<file path="config.mk">
export PLATFORM = sky130hd
export DESIGN_NAME = gpo_blink
export DESIGN_NICKNAME = d
export VERILOG_FILES = /design/src/rtl/gpo_pkg.sv /design/src/rtl/blink_timer.sv /design/src/rtl/gpo_blink.sv
export SDC_FILE = /design/constraint.sdc
export NUM_CORES = 1
export LEC_CHECK = 0
export BUFFER_PORTS_ARGS = -buffer_cell sky130_fd_sc_hd__buf_2
export CORE_ASPECT_RATIO = 0.8
export CORE_MARGIN = 5
export CORE_UTILIZATION = 57
export DETAILED_ROUTE_END_ITERATION = 16
export GPL_ROUTABILITY_DRIVEN = 0
export PLACE_DENSITY_LB_ADDON = 0.2
export SLEW_MARGIN = 20
export SYNTH_ARGS = -nofsm -noshare
export SYNTH_HDL_FRONTEND = slang
export SYNTH_SLANG_ARGS = --single-unit
</file>
<file path="constraint.sdc">
create_clock -name clock -period 2.7 [get_ports clock]
set_clock_uncertainty 0.15 [all_clocks]
set_input_delay 0 -clock clock [delete_from_list [all_inputs] [get_ports clock]]
set_output_delay 0 -clock clock [all_outputs]
set_load 0.03 [all_outputs]
</file>
<file path="src/rtl/gpo_pkg.sv">
// gpo_pkg: shared constants for the general-purpose output core.
// Holds the word addresses of the slot register map so the top level
// decode and any future software-facing collateral agree on one source.
package gpo_pkg;

    localparam logic [4:0] ADDR_DATA = 5'd0;  // RW output latch
    localparam logic [4:0] ADDR_SET  = 5'd1;  // W, latch |= wr_data
    localparam logic [4:0] ADDR_CLR  = 5'd2;  // W, latch &= ~wr_data
    localparam logic [4:0] ADDR_TGL  = 5'd3;  // W, latch ^= wr_data
    localparam logic [4:0] ADDR_MASK = 5'd4;  // RW blink mask
    localparam logic [4:0] ADDR_DIV  = 5'd5;  // RW blink half-period minus 1
    localparam logic [4:0] ADDR_PIN  = 5'd6;  // RO current data_out

endpackage

</file>
<file path="src/rtl/blink_timer.sv">
// blink_timer: half-period counter and phase flip-flop for the blink engine.
// Ports:
//   clock   - system clock
//   reset   - synchronous, active-high reset
//   enable  - at least one pin is blinking (mask != 0)
//   div     - half-period length in cycles minus 1
//   restart - divider write strobe; forces a clean restart at this edge
//   phase   - blink phase, XORed onto masked pins by the top level
module blink_timer #(
    parameter int DIV_W = 32
) (
    input  logic             clock,
    input  logic             reset,
    input  logic             enable,
    input  logic [DIV_W-1:0] div,
    input  logic             restart,
    output logic             phase
);

    localparam logic [DIV_W-1:0] CNT_ZERO = {DIV_W{1'b0}};
    localparam logic [DIV_W-1:0] CNT_ONE  = {{(DIV_W-1){1'b0}}, 1'b1};

    logic [DIV_W-1:0] cnt_r;
    logic [DIV_W-1:0] cnt_nxt_s;
    logic             phase_r;
    logic             phase_nxt_s;

    // Next-state: restart and idle share one fixed restart point (cnt 0, phase 0).
    // cnt never exceeds div because div only changes together with a restart.
    always_comb begin
        cnt_nxt_s   = cnt_r;
        phase_nxt_s = phase_r;
        if (restart || !enable) begin
            cnt_nxt_s   = CNT_ZERO;
            phase_nxt_s = 1'b0;
        end else if (cnt_r == div) begin
            cnt_nxt_s   = CNT_ZERO;
            phase_nxt_s = ~phase_r;
        end else begin
            cnt_nxt_s   = cnt_r + CNT_ONE;
            phase_nxt_s = phase_r;
        end
    end

    // Counter and phase registers.
    always_ff @(posedge clock) begin
        if (reset) begin
            cnt_r   <= CNT_ZERO;
            phase_r <= 1'b0;
        end else begin
            cnt_r   <= cnt_nxt_s;
            phase_r <= phase_nxt_s;
        end
    end

    assign phase = phase_r;

endmodule

</file>
<file path="src/rtl/gpo_blink.sv">
// gpo_blink: memory-mapped general-purpose output core with a per-bit
// hardware blink engine, on the standard MMIO slot interface.
// Ports:
//   clock, reset      - system clock, synchronous active-high reset
//   cs, read, write   - slot select and strobes (write commits at the edge)
//   address           - slot word address (see gpo_pkg for the map)
//   wr_data / rd_data - 32-bit write data / combinational read data
//   data_out          - external pins: latch ^ (mask & phase)
module gpo_blink
    import gpo_pkg::*;
#(
    parameter int             W         = 16,
    parameter int             DIV_W     = 32,
    parameter logic [DIV_W-1:0] RESET_DIV = 32'd49_999_999
) (
    input  logic         clock,
    input  logic         reset,
    input  logic [4:0]   address,
    output logic [31:0]  rd_data,
    input  logic [31:0]  wr_data,
    input  logic         read,
    input  logic         write,
    input  logic         cs,
    output logic [W-1:0] data_out
);

    logic [W-1:0]     latch_r;
    logic [W-1:0]     mask_r;
    logic [DIV_W-1:0] div_r;
    logic             wr_en_s;
    logic             restart_s;
    logic             enable_s;
    logic             phase_s;
    logic [W-1:0]     wr_bits_s;
    logic [W-1:0]     pin_s;
    logic [31:0]      rd_data_s;
    logic             unused_s;

    assign wr_en_s   = cs & write;
    assign wr_bits_s = wr_data[W-1:0];
    assign restart_s = wr_en_s && (address == ADDR_DIV);
    assign enable_s  = |mask_r;

    // read is not needed: rd_data is a free-running mux, so the strobe is ignored.
    assign unused_s = &{1'b0, read, wr_data};

    // Register file: output latch with atomic set/clear/toggle, mask and divider.
    always_ff @(posedge clock) begin
        if (reset) begin
            latch_r <= {W{1'b0}};
            mask_r  <= {W{1'b0}};
            div_r   <= RESET_DIV;
        end else if (wr_en_s) begin
            case (address)
                ADDR_DATA: latch_r <= wr_bits_s;
                ADDR_SET:  latch_r <= latch_r | wr_bits_s;
                ADDR_CLR:  latch_r <= latch_r & ~wr_bits_s;
                ADDR_TGL:  latch_r <= latch_r ^ wr_bits_s;
                ADDR_MASK: mask_r  <= wr_bits_s;
                ADDR_DIV:  div_r   <= wr_data[DIV_W-1:0];
                default:   latch_r <= latch_r;
            endcase
        end else begin
            latch_r <= latch_r;
        end
    end

    blink_timer #(
        .DIV_W (DIV_W)
    ) u_blink_timer (
        .clock   (clock),
        .reset   (reset),
        .enable  (enable_s),
        .div     (div_r),
        .restart (restart_s),
        .phase   (phase_s)
    );

    // Pin value: blinking bits are the latch value inverted during phase 1.
    always_comb begin
        pin_s = latch_r ^ (mask_r & {W{phase_s}});
    end

    // Read mux: zero-extended view of current register state (pre-write on a write cycle).
    always_comb begin
        rd_data_s = 32'd0;
        case (address)
            ADDR_DATA: rd_data_s[W-1:0]     = latch_r;
            ADDR_MASK: rd_data_s[W-1:0]     = mask_r;
            ADDR_DIV:  rd_data_s[DIV_W-1:0] = div_r;
            ADDR_PIN:  rd_data_s[W-1:0]     = pin_s;
            default:   rd_data_s            = 32'd0;
        endcase
    end

    assign rd_data  = rd_data_s;
    assign data_out = pin_s;

endmodule
</file>
# [Word-level counts from Yosys, hierarchy flattened]
# Index checks and enable logic that the tools add are counted.
[word_totals] regBits=97 inputBits=42 out_inout_bits=48 elab_cells=35
[op_classes] addsub=1 n_eq_ne=7 mux=3 n_bitwise=8 n_reduce_logical=11
[ops] op="case mux 16 bit (4 select lines)" count=2
[ops] op="adder 32 x 1 -> 32 bit (second input constant)" count=1
[ops] op="bitwise AND 16 bit" count=2
[ops] op="equality test 32 bit" count=1
[ops] op="XOR 16 bit" count=2
[ops] op="two-way mux 16 bit" count=1
[ops] op="NOT 16 bit" count=1
[ops] op="bitwise OR 16 bit" count=1
[ops] op="OR reduction 16 bit" count=1
[ops] op="equality test 5 x 3 -> 1 bit (second input constant)" count=3
[ops] op="equality test 5 x 2 -> 1 bit (second input constant)" count=2
[ops] op="AND reduction 2 bit" count=3
[ops] op="equality test 5 x 1 -> 1 bit (second input constant)" count=1
[ops] op="logical NOT 5 bit" count=1
[ops] op="nonzero test 4 bit" count=1
[ops] op="OR reduction 3 bit" count=1
[ops] op="OR reduction 2 bit" count=1
[ops] op="bitwise AND 1 bit" count=1
[ops] op="logical AND 1 bit" count=1
[ops] op="logical NOT 1 bit" count=1
[ops] op="logical OR 1 bit" count=1
[ops] op="NOT 1 bit" count=1

# [Depth between registers and ports, before layout]
# Gate-level depths: netlist of run 1.
[depth] ltp_word=4 ltp_mapped=8 depth_no_buf=7

# [Hierarchy]
# Synthesis of run 1 repeated with hierarchy kept, for this count alone.
[unflattened] hier_cells=713 hier_area_um2=5779.3
[modules_own_cells] module="gpo_blink" n_inst=1 cells_per_inst=512 area_per_inst_um2=3961.3 seq_area_each_um2=1281.2
[modules_own_cells] module="blink_timer" n_inst=1 cells_per_inst=201 area_per_inst_um2=1818.0 seq_area_each_um2=660.6

# [Worst setup path after synthesis of run 1]
# OpenSTA, ideal clock, no wires.
[synth_path] path_kind="register to output" start="reg u_blink_timer.phase_r, in the netlist u_blink_timer.phase" end="out rd_data[13]" arrival_time_ns=1.872 required_ns=2.550 setup_slack_ns=0.678 path_stages_with_launch=7 n_path_buf=2 path_cell_list="dfxtp_1 clkbuf_1 clkbuf_1 nand2_1 xnor2_1 a22oi_1 nand2_1"
[synth_between] elab_chain_cells=3
[synth_rtl] element="from (decl)" line_no="blink_timer.sv:25" source="logic phase_r;"
[synth_rtl] element="from (signal assigned)" line_no="blink_timer.sv:52" source="phase_r <= phase_nxt_s;"
[synth_rtl] element="bitwise AND 16 bit" line_no="gpo_blink.sv:81" source="pin_s = latch_r ^ (mask_r & {W{phase_s}});"
[synth_rtl] element="XOR 16 bit" line_no="gpo_blink.sv:81"
[synth_rtl] element="named net data_out[13]" line_no="gpo_blink.sv:24" source="output logic [W-1:0] data_out"
[synth_rtl] element="case mux 16 bit (4 select lines)" line_no="gpo_blink.sv:87" source="case (address)"
[synth_rtl] element="to (decl)" line_no="gpo_blink.sv:19" source="output logic [31:0] rd_data,"
# The timed path passes the listed nets, and every way through them passes these cells.

# [Worst setup path in the final report of run 1]
[layout_path] start="reg u_blink_timer.phase_r, in the netlist u_blink_timer.phase" end="out rd_data[11]"
[layout_between] elab_chain_cells=3
[layout_rtl] element="bitwise AND 16 bit" line_no="gpo_blink.sv:81"
[layout_rtl] element="XOR 16 bit" line_no="gpo_blink.sv:81"
[layout_rtl] element="case mux 16 bit (4 select lines)" line_no="gpo_blink.sv:87"
# Every way passes these cells.

==> impl_metrics.py, run 1 <==
metrics = {
    "run_status": {
        "status": "finished, final reports clean",
    },
    "die": {
        "fp-row-count": 32,
        "floorplan.initialDensity": 0.588,
        "die-area_um2": 12200,
        "die_width_um": 122,
        "core-area_um2": 9730,
        "dieHeight_um": 99.6,
        "io-pin-count": 90,
    },
    "sta": {
        "rsz0062_at_grt": "false",
        "final_min_period_over_clock_period": 0.828,
        "clock.fmax_mhz": 447,
        "final.min_clock_period_ps": 2240,
        "slew-limit-headroom": 0.462,
        "worstMarginPinSlew_ps": 805,
        "totalNegativeSetupSlack_ps": 0,
        "final_setup_viols": 0,
        "hold_violations": 0,
        "final_max_slew_viol_count": 0,
    },
    "final_layout": {
        "syn2layout_area_growth_pct": 21.3,
        "drive_gt1_frac": 0.162,
        "insertedDiodeCount": 0,
        "final_design_instance_area_without_fill_um2": 6940,
        "layout.nets": 890,
    },
    "synthesis": {
        "synth_most_common_cell": "nand2_1",
        "syn_avg_cell_area_um2": 8.09,
        "yosysUniqueCellTypes": 37,
        "postSynth.asyncResetShare": 0,
        "post_synth_main_area_contributors": "dfxtp_1 34%, xor2_1 8.3%, ha_1 7.2%",
        "yosysWarnings": 0,
        "synth_top_flop_cell": "dfxtp_1",
        "post_synth_most_frequent_cells": "101 x nand2_1, 97 x dfxtp_1, 81 x nor2_1",
        "netlist_instances": 707,
        "ys_seq_area_frac": 0.339,
        "synth-seq-cells": 97,
        "yosysTopAreaCell": "dfxtp_1",
        "post-synth-top-area-fraction": 0.339,
        "post_synth_instance_area_um2": 5720,
        "edff_count_synth": 0,
        "synthesis.nets": 782,
    },
    "global_route": {
        "global_route_track_usage_on_met3": 0.0580,
        "track_usage": 0.285,
        "overflow": 0,
        "grt_util_met2": 0.461,
        "antenna_found_initial": 0,
        "grt_pass1_vias": 5391,
        "global_route_wire_length_before_repair_um": 27400,
        "grt_max_degree": 65,
        "most_used_routing_layer": "met2",
        "use_met1": 0.383,
    },
    "critical_path": {
        "worstSetupPathType": "flip-flop to output port",
        "crit_end": "rd_data[11]",
        "r2r.worst_path.cells": 5,
        "timing.rr.start": "u_blink_timer.cnt_r[11]",
        "crit-reg2reg-capture": "u_blink_timer.cnt_r[31]",
        "endpoint_kind": "output port",
        "regToRegSetupSlack_ps": 500,
        "worst_setup_path_start_kind": "flip-flop",
        "crit_required_ps": 2550,
        "path_max_fanout": 18,
        "crit_arrival_ps": 2090,
        "worstSetupStartpoint": "u_blink_timer.phase",
    },
    "clocking": {
        "cts_htree_levels": 3,
        "number_of_buffers_added_by_the_clock_tree_synthesis_step": 9,
        "cts_setup_buffers": 0,
        "clk_root_buffer_cell": "clkbuf_16",
        "tritoncts_clock_tree": "built",
        "skew_pair_late_insertion_delay_ps": 350,
        "clockBufferDepth": 2,
        "clock_input_transition_at_the_sequential_cells_of_the_worst_setup_and_hold_paths_ps": 70,
        "clock-sinks": 97,
    },
    "route": {
        "first_iter_violations": 495,
        "post_detailed_route_count_of_antenna_violating_nets": 0,
        "detail_route.wl_per_cell_um": 17.6,
        "viasPerCell": 5.74,
        "1st_pass_router_iterations": 5,
        "wire_length_after_detailed_routing_um": 16800,
        "num_vias": 5488,
        "drc": 0,
    },
    "power": {
        "total_power_mw": 3.04,
        "p_leak_nw": 3.12,
        "ir_drop_v": 0.000309,
        "powerDensity_nw_per_um2": 439,
    },
    "job": {
        "drv.max_cap_violation_count": 0,
    },
    "hold_path": {
        "min-delay-path-class": "input pin to flip-flop",
    },
    "placed_design": {
        "place_area_um2": 6310,
        "portBuffers": 88,
        "hpwlAfterDp_um": 11500,
    },
}
==> metal layers <==
layer  vias up  share of wire
met4         0          0.019
met5         -              0
met2       237           0.46
met1      2606           0.44
met3        30          0.081
li1       2615              -
==> area by class of cell <==
class	instances	area [um2]
fillers	745	2790
inverters	47	176
well taps	136	170
repair buffers	138	898
multi-input cells	522	3450
clock buffers	10	239
clock inverters	6	66.3
flip-flops and latches	97	1940
==> where the power goes <==
part,switching (mW),leakage (nW),internal (mW)
Clock,0.570,0.141,0.745
Sequential,0.0102,0.782,1.44
Combinational,0.165,2.20,0.117
Total,0.745,3.12,2.30
==> cells by family (layout without fill, tap and decap cells) <==
| logic type | Yosys count | in the layout | share of synthesized area |
|---|---|---|---|
| flops | 97 | 97 | 0.339 |
| simple gates | 266 | 266 | 0.225 |
| buf+inv | 88 | 201 | 0.0610 |
| xor+xnor | 74 | 74 | 0.113 |
| mux | 29 | 29 | 0.0507 |
| fa+ha+maj | 33 | 33 | 0.0722 |
| compound gates | 120 | 120 | 0.138 |
==> flip-flops by register name, summed over array words and instances (netlist names) <==
| register | flops |
|---|---|
| latch_r | 16 |
| div_r | 32 |
| mask_r | 16 |
| u_blink_timer.phase | 1 |
| u_blink_timer.cnt_r | 32 |
==> cell usage in the layout (no fill, tap or decap), types with 3 or more instances in the layout <==
cell type and count:
nand2_1 101, dfxtp_1 97, buf_2 88, nor2_1 81, xor2_1 54, a21oi_1 53
inv_1 47, ha_1 33, dlygate4sd3_1 33, a22oi_1 32, mux2i_1 29, xnor2_1 20
buf_4 17, and2_1 16, o221ai_1 16, nor4_1 12, a211o_1 11, nand3_1 11
nand4_1 10, clkbuf_16 9, nand3b_1 7, or3_1 6, and4_1 5, o21ai_0 5
nand3_2 3, and3_1 3, clkinvlp_4 3
==> how the worst min path moves through the flow <==
stage                     start         to  depth (start not counted)
floorplan           wr_data[20]  div_r[20]                          2
global placement    wr_data[17]  div_r[17]                          3
detailed placement  wr_data[20]  div_r[20]                          3
CTS                       write  div_r[30]                          5
global route              write   div_r[9]                          5
finish                    write  div_r[30]                          5
==> through the flow <==
| step | hold slack, ps | utilization | std cells | setup WS, ps |
|---|---|---|---|---|
| 2_1_floorplan | -25.8 | - | 707 | 678 |
| 3_3_place_gp | 63.3 | 0.648 | 907 | 633 |
| 3_5_place_dp | 67.3 | 0.648 | 907 | 540 |
| 4_1_cts | 190 | 0.713 | 956 | 498 |
| 5_1_grt | 227 | 0.713 | 956 | 309 |
| 6_report | 199 | 0.713 | 956 | 465 |
==> timing repair <==
action	4_1_cts	5_1_grt
endpoints found under the hold margin	65	0
resized for setup	0	0
hold buffers	33	0
==> critical path, cell delays in order (launching register included) <==
cell     delay, ps
dfxtp_1        840
nand2_1        150
xnor2_1        310
a22oi_1        110
nand2_1        110
buf_2          210
Power figures use the tool's default switching activity.
==> run 2, diff against run 1 <==
- CORE_UTILIZATION: 57 -> 52
- clock period: 2.7 -> 1.8 ns (I/O delays scaled with it)
==> run 2 against run 1 <==
  * The run now ends with setup timing left
  * Highest routed layer unchanged
  * Largest power group unchanged
  * Critical path depth rose by 1
  * Non-clock buffer count rose by 54
  * Total power rose by 53%
  * Cell count rose by 6.5%
  * Sequential power rose by 50%
  * Final area rose by 13%
==> impl_metrics.py, run 2 (synthesis gave the netlist of run 1 again) <==
metrics = {
    "critical_path": {
        "r2r.worst_path.cells": 6,
        "worst_setup_path_start_kind": "flip-flop",
        "crit_required_ps": 1890,
        "critPathTopFamily": "simple AND/OR/NAND/NOR gates",
        "path_max_fanout": 16,
        "path_cells": "xor2_1 -> nor4_1 -> nand4_1 -> o21ai_4 -> clkbuf_16 -> nor2_1",
        "crit_arrival_ps": 2080,
        "crit_slowest_cell": "dfxtp_1",
        "endpoint_kind": "flip-flop",
        "critical_path_stages": 6,
        "worstPathBufferInverterCount": 1,
        "cp_slowest_stage_delay_ps": 360,
        "worstSetupPathType": "flip-flop to flip-flop",
    },
    "final_layout": {
        "syn2layout_area_growth_pct": 37.3,
        "drive_gt1_frac": 0.256,
        "insertedDiodeCount": 0,
        "mostFrequentLayoutCells": "96 x nand2_1, 89 x dfxtp_1, 86 x buf_2",
        "layout.nets": 944,
        "final_common_cell": "nand2_1",
        "layout_top_registers": "div_r: 32 flops, u_blink_timer.cnt_r: 32 flops",
    },
    "clocking": {
        "cts_htree_levels": 3,
        "skew_pair_late_insertion_delay_ps": 340,
        "clk_root_buffer_cell": "clkbuf_16",
        "clock-sinks": 97,
        "clock_input_transition_at_the_sequential_cells_of_the_worst_setup_and_hold_paths_ps": 70,
        "tritoncts_clock_tree": "built",
        "clockBufferDepth": 2,
        "number_of_buffers_added_by_the_clock_tree_synthesis_step": 9,
    },
    "power": {
        "p_leak_nw": 3.64,
        "powerDensity_nw_per_um2": 591,
        "netSwitchingFraction": 0.243,
        "total_switching_power_mw": 1.13,
        "power_frac_seq": 0.466,
        "ir_drop_v": 0.000528,
        "power.share.combinational": 0.102,
        "total_power_mw": 4.64,
        "power.share.clock": 0.431,
        "cellInternalPower_mw": 3.52,
    },
    "sta": {
        "slew-limit-headroom": 0.510,
        "final.min_clock_period_ps": 1990,
        "final_min_period_over_clock_period": 1.10,
        "clock.fmax_mhz": 503,
        "worstMarginPinSlew_ps": 735,
        "final_critical_path_setup_slack_ps": -188,
        "hold_violations": 0,
        "rsz0062_at_grt": "true",
        "final_max_slew_viol_count": 0,
        "final_setup_viols": 34,
    },
    "route": {
        "wire_length_after_detailed_routing_um": 18600,
        "1st_pass_router_iterations": 5,
        "post_detailed_route_count_of_antenna_violating_nets": 0,
        "drc": 0,
        "detail_route.wl_per_cell_um": 18.3,
        "viasPerCell": 5.66,
        "first_iter_violations": 408,
        "num_vias": 5765,
    },
    "hold_path": {
        "min-delay-path-class": "input pin to flip-flop",
        "whs_path_depth": 4,
    },
    "run_status": {
        "status": "finished, violations left",
        "violated_checks": "setup timing",
    },
    "die": {
        "die_width_um": 127,
        "fp-row-count": 34,
        "die-area_um2": 13200,
        "dieHeight_um": 104,
        "core-area_um2": 10800,
        "floorplan.initialDensity": 0.530,
        "io-pin-count": 90,
    },
    "global_route": {
        "grt_max_degree": 65,
        "overflow": 0,
        "global_route_wire_length_before_repair_um": 29200,
        "antenna_found_initial": 0,
        "track_usage": 0.273,
        "grt_pass1_vias": 5775,
    },
    "placed_design": {
        "portBuffers": 88,
        "hpwlAfterDp_um": 12800,
        "dpl_worst_slack_ps": -135,
    },
    "job": {
        "drv.max_cap_violation_count": 0,
    },
}
## run 2: power groups by stage
stage          registers [mW]  logic [mW]  clock network, mW
2_1_floorplan            2.22       0.226                  0
3_3_place_gp             2.22       0.378                  0
3_5_place_dp             2.22       0.396                  0
4_1_cts                  2.17       0.453               2.02
5_1_grt                  2.17       0.511               2.10
6_report                 2.17       0.475               2.00
## run 2: layout make-up
type	count	area (um2)
Timing Repair Buffer	192	1480
Sequential cell	97	1960
Inverter	47	176
Multi-Input combinational cell	522	3750
Clock inverter	4	51.3
Clock buffer	12	256
Tap cell	144	180
Fill cell	796	2950
## run 2: what timing repair did
item                       in CTS  in global routing
gates cloned                    0                  3
buffers inserted                0                  1
resized for setup               9                 25
setup endpoints to repair      47                 38
pin swaps                       3                  5
hold endpoints to repair       65                  0
hold buffers                   33                  0
## run 2: tightest hold or removal path: stages
cell and delay (ps):
buf_2 120, nand3_2 100, buf_12 190, a211o_1 140
## run 2: stage by stage
step | hold slack (ps) | cell area [um2] | setup TNS [ps] | instances | util
finish | 98.8 | 7860 | -5230 | 1018 | 0.727
global route | 114 | 7860 | -9280 | 1018 | 0.727
CTS | 91.8 | 7670 | -1810 | 1015 | 0.710
detailed placement | 71.6 | 7010 | -4110 | 966 | 0.649
global placement | 60.0 | 7010 | -3130 | 966 | 0.649
floorplan | -25.8 | 5930 | -0.201 | 707 | -
## run 2: path summary, 6_finish.rpt
kind                     startpoint                 endpoint  slack (ps)
min reg2reg  u_blink_timer.cnt_r[0]   u_blink_timer.cnt_r[0]         310
max reg2reg               div_r[12]  u_blink_timer.cnt_r[16]        -190
max                       div_r[12]  u_blink_timer.cnt_r[16]        -190
min                           write                 div_r[0]         100
## run 2: metal layers
layer,global-route usage,up-vias,share of wire
met5,0,-,0
met4,0.0735,0,0.019
met3,0.0586,42,0.086
met2,0.451,264,0.47
met1,0.359,2740,0.42
li1,-,2719,-
==> run 3, diff against run 2 <==
- CORE_UTILIZATION: 52 -> 45
==> run 3 against run 2 <==
  * Total power shrank 1.8%
  * Cell count grew 3.7%
  * Highest routed layer unchanged
  * The flow still finishes with violations (setup timing)
  * Non-clock buffer count rose by 11
  * Hold slack got worse by 14 ps
  * Critical path depth is 1 higher
  * Via count down 1.1%
  * Critical endpoint is now u_blink_timer.cnt_r[15]
==> impl_metrics.py, run 3 (synthesis gave the netlist of run 1 again) <==
metrics = {
    "sta": {
        "worstMarginPinSlew_ps": 706,
        "rsz0062_at_grt": "true",
        "slew-limit-headroom": 0.529,
        "final_min_period_over_clock_period": 1.05,
        "final.hold.worst_slack_ps": 84.8,
        "final.min_clock_period_ps": 1880,
        "final_critical_path_setup_slack_ps": -84.9,
        "final_max_slew_viol_count": 0,
        "clock.fmax_mhz": 531,
        "totalNegativeSetupSlack_ps": -2340,
        "final_setup_viols": 33,
        "hold_violations": 0,
    },
    "route": {
        "wire_length_after_detailed_routing_um": 17900,
        "detail_route.wl_per_cell_um": 17.0,
        "1st_pass_router_iterations": 5,
        "post_detailed_route_count_of_antenna_violating_nets": 0,
        "drc": 0,
        "first_iter_violations": 452,
        "viasPerCell": 5.40,
        "num_vias": 5701,
    },
    "critical_path": {
        "timing.rr.start": "div_r[16]",
        "worstSetupStartpoint": "div_r[16]",
        "critPathTopFamily": "simple AND/OR/NAND/NOR gates",
        "critical_path_stages": 7,
        "cp_slowest_stage_delay_ps": 320,
        "worstSetupPathType": "flip-flop to flip-flop",
        "crit_slowest_cell": "dfxtp_2",
        "crit_end": "u_blink_timer.cnt_r[15]",
        "path_max_fanout": 32,
        "path_cells": "xor2_1 -> nor4_2 -> buf_4 -> nand4_1 -> o21ai_2 -> buf_12 -> nor2_1",
        "worstPathBufferInverterCount": 2,
        "regToRegSetupSlack_ps": -80,
        "crit_arrival_ps": 1970,
        "endpoint_kind": "flip-flop",
        "worst_setup_path_start_kind": "flip-flop",
        "r2r.worst_path.cells": 7,
        "crit-reg2reg-capture": "u_blink_timer.cnt_r[15]",
        "crit_required_ps": 1880,
    },
    "die": {
        "floorplan.initialDensity": 0.465,
        "dieHeight_um": 111,
        "fp-row-count": 36,
        "io-pin-count": 90,
        "die-area_um2": 15100,
        "core-area_um2": 12300,
        "die_width_um": 136,
    },
    "global_route": {
        "most_used_routing_layer": "met2",
        "grt_util_met2": 0.384,
        "global_route_wire_length_before_repair_um": 29100,
        "global_route_track_usage_on_met3": 0.0481,
        "track_usage": 0.239,
        "antenna_found_initial": 0,
        "grt_max_degree": 65,
        "use_met1": 0.325,
        "grt_pass1_vias": 5724,
        "overflow": 0,
    },
    "placed_design": {
        "portBuffers": 88,
        "hpwlAfterDp_um": 13100,
        "place_area_um2": 7080,
    },
    "final_layout": {
        "final_design_instance_area_without_fill_um2": 7830,
        "layout.nets": 955,
        "syn2layout_area_growth_pct": 36.8,
        "drive_gt1_frac": 0.261,
        "mostFrequentLayoutCells": "100 x nand2_1, 88 x dfxtp_1, 84 x buf_2",
        "layout_top_registers": "div_r: 32 flops, u_blink_timer.cnt_r: 32 flops",
        "final_common_cell": "nand2_1",
        "insertedDiodeCount": 0,
    },
    "clocking": {
        "skew_pair_late_insertion_delay_ps": 350,
        "tritoncts_clock_tree": "built",
        "clock-sinks": 97,
        "clk_root_buffer_cell": "clkbuf_16",
        "number_of_buffers_added_by_the_clock_tree_synthesis_step": 9,
        "clockBufferDepth": 2,
        "cts_htree_levels": 3,
        "clock_input_transition_at_the_sequential_cells_of_the_worst_setup_and_hold_paths_ps": 70,
    },
    "run_status": {
        "violated_checks": "setup timing",
        "status": "finished, violations left",
    },
    "job": {
        "drv.max_cap_violation_count": 0,
    },
    "hold_path": {
        "min-delay-path-class": "input pin to flip-flop",
    },
    "power": {
        "total_power_mw": 4.56,
        "power.share.clock": 0.426,
        "powerDensity_nw_per_um2": 583,
        "total_switching_power_mw": 1.09,
        "ir_drop_v": 0.000425,
        "power_frac_seq": 0.474,
        "power.share.combinational": 0.100,
        "netSwitchingFraction": 0.240,
        "p_leak_nw": 3.60,
        "cellInternalPower_mw": 3.47,
    },
}
## run 3: worst min-delay path: stages
cell and delay, ps:
buf_2 120, nand3_2 80, buf_12 180, mux2i_1 90, nor2_1 70
## run 3: how the worst min path moves through the flow
stage           startpoint         end  slack, ps  depth (start not counted)
2_1_floorplan  wr_data[20]   div_r[20]        -30                          2
3_3_place_gp   wr_data[21]   div_r[21]         60                          3
3_5_place_dp   wr_data[22]   div_r[22]         70                          3
4_1_cts              write  mask_r[10]         80                          5
5_1_grt              write   mask_r[0]        100                          5
6_report             write   mask_r[0]         80                          5
## run 3: area by class of cell
cell class | count | area [um2]
fillers | 1041 | 4470
multi-input cells | 522 | 3720
inverters | 47 | 176
clock inverters | 4 | 52.6
flip-flops and latches | 97 | 1960
repair buffers | 203 | 1460
well taps | 171 | 214
clock buffers | 12 | 246
## run 3: repair_timing
action / CTS / global route
setup buffers: 0 / 2
hold buffers: 33 / 0
hold endpoints to repair: 65 / 0
resized for setup: 8 / 21
pin swaps: 3 / 6
setup endpoints to repair: 38 / 48
## run 3: per-layer routing
| metal | part of all wire | vias up |
|---|---|---|
| met5 | 0 | - |
| met4 | 0.018 | 0 |
| met3 | 0.067 | 27 |
| met2 | 0.46 | 219 |
| met1 | 0.45 | 2695 |
| li1 | - | 2760 |
## run 3: power by group through the flow
stage	combinational, mW	sequential [mW]	clock, mW
2_1_floorplan	0.226	2.22	0
3_3_place_gp	0.373	2.21	0
3_5_place_dp	0.389	2.22	0
4_1_cts	0.447	2.17	1.98
5_1_grt	0.497	2.16	2.06
6_report	0.456	2.16	1.94
## run 3: stage by stage
step                      utilization  worst slack, ps  std cells
final                           0.637            -84.9       1056
after global routing            0.637             -178       1056
after CTS                       0.630             -101       1054
after detailed placement        0.576             -259       1005
after global placement          0.576             -161       1005
after floorplan                     -           -0.201        707
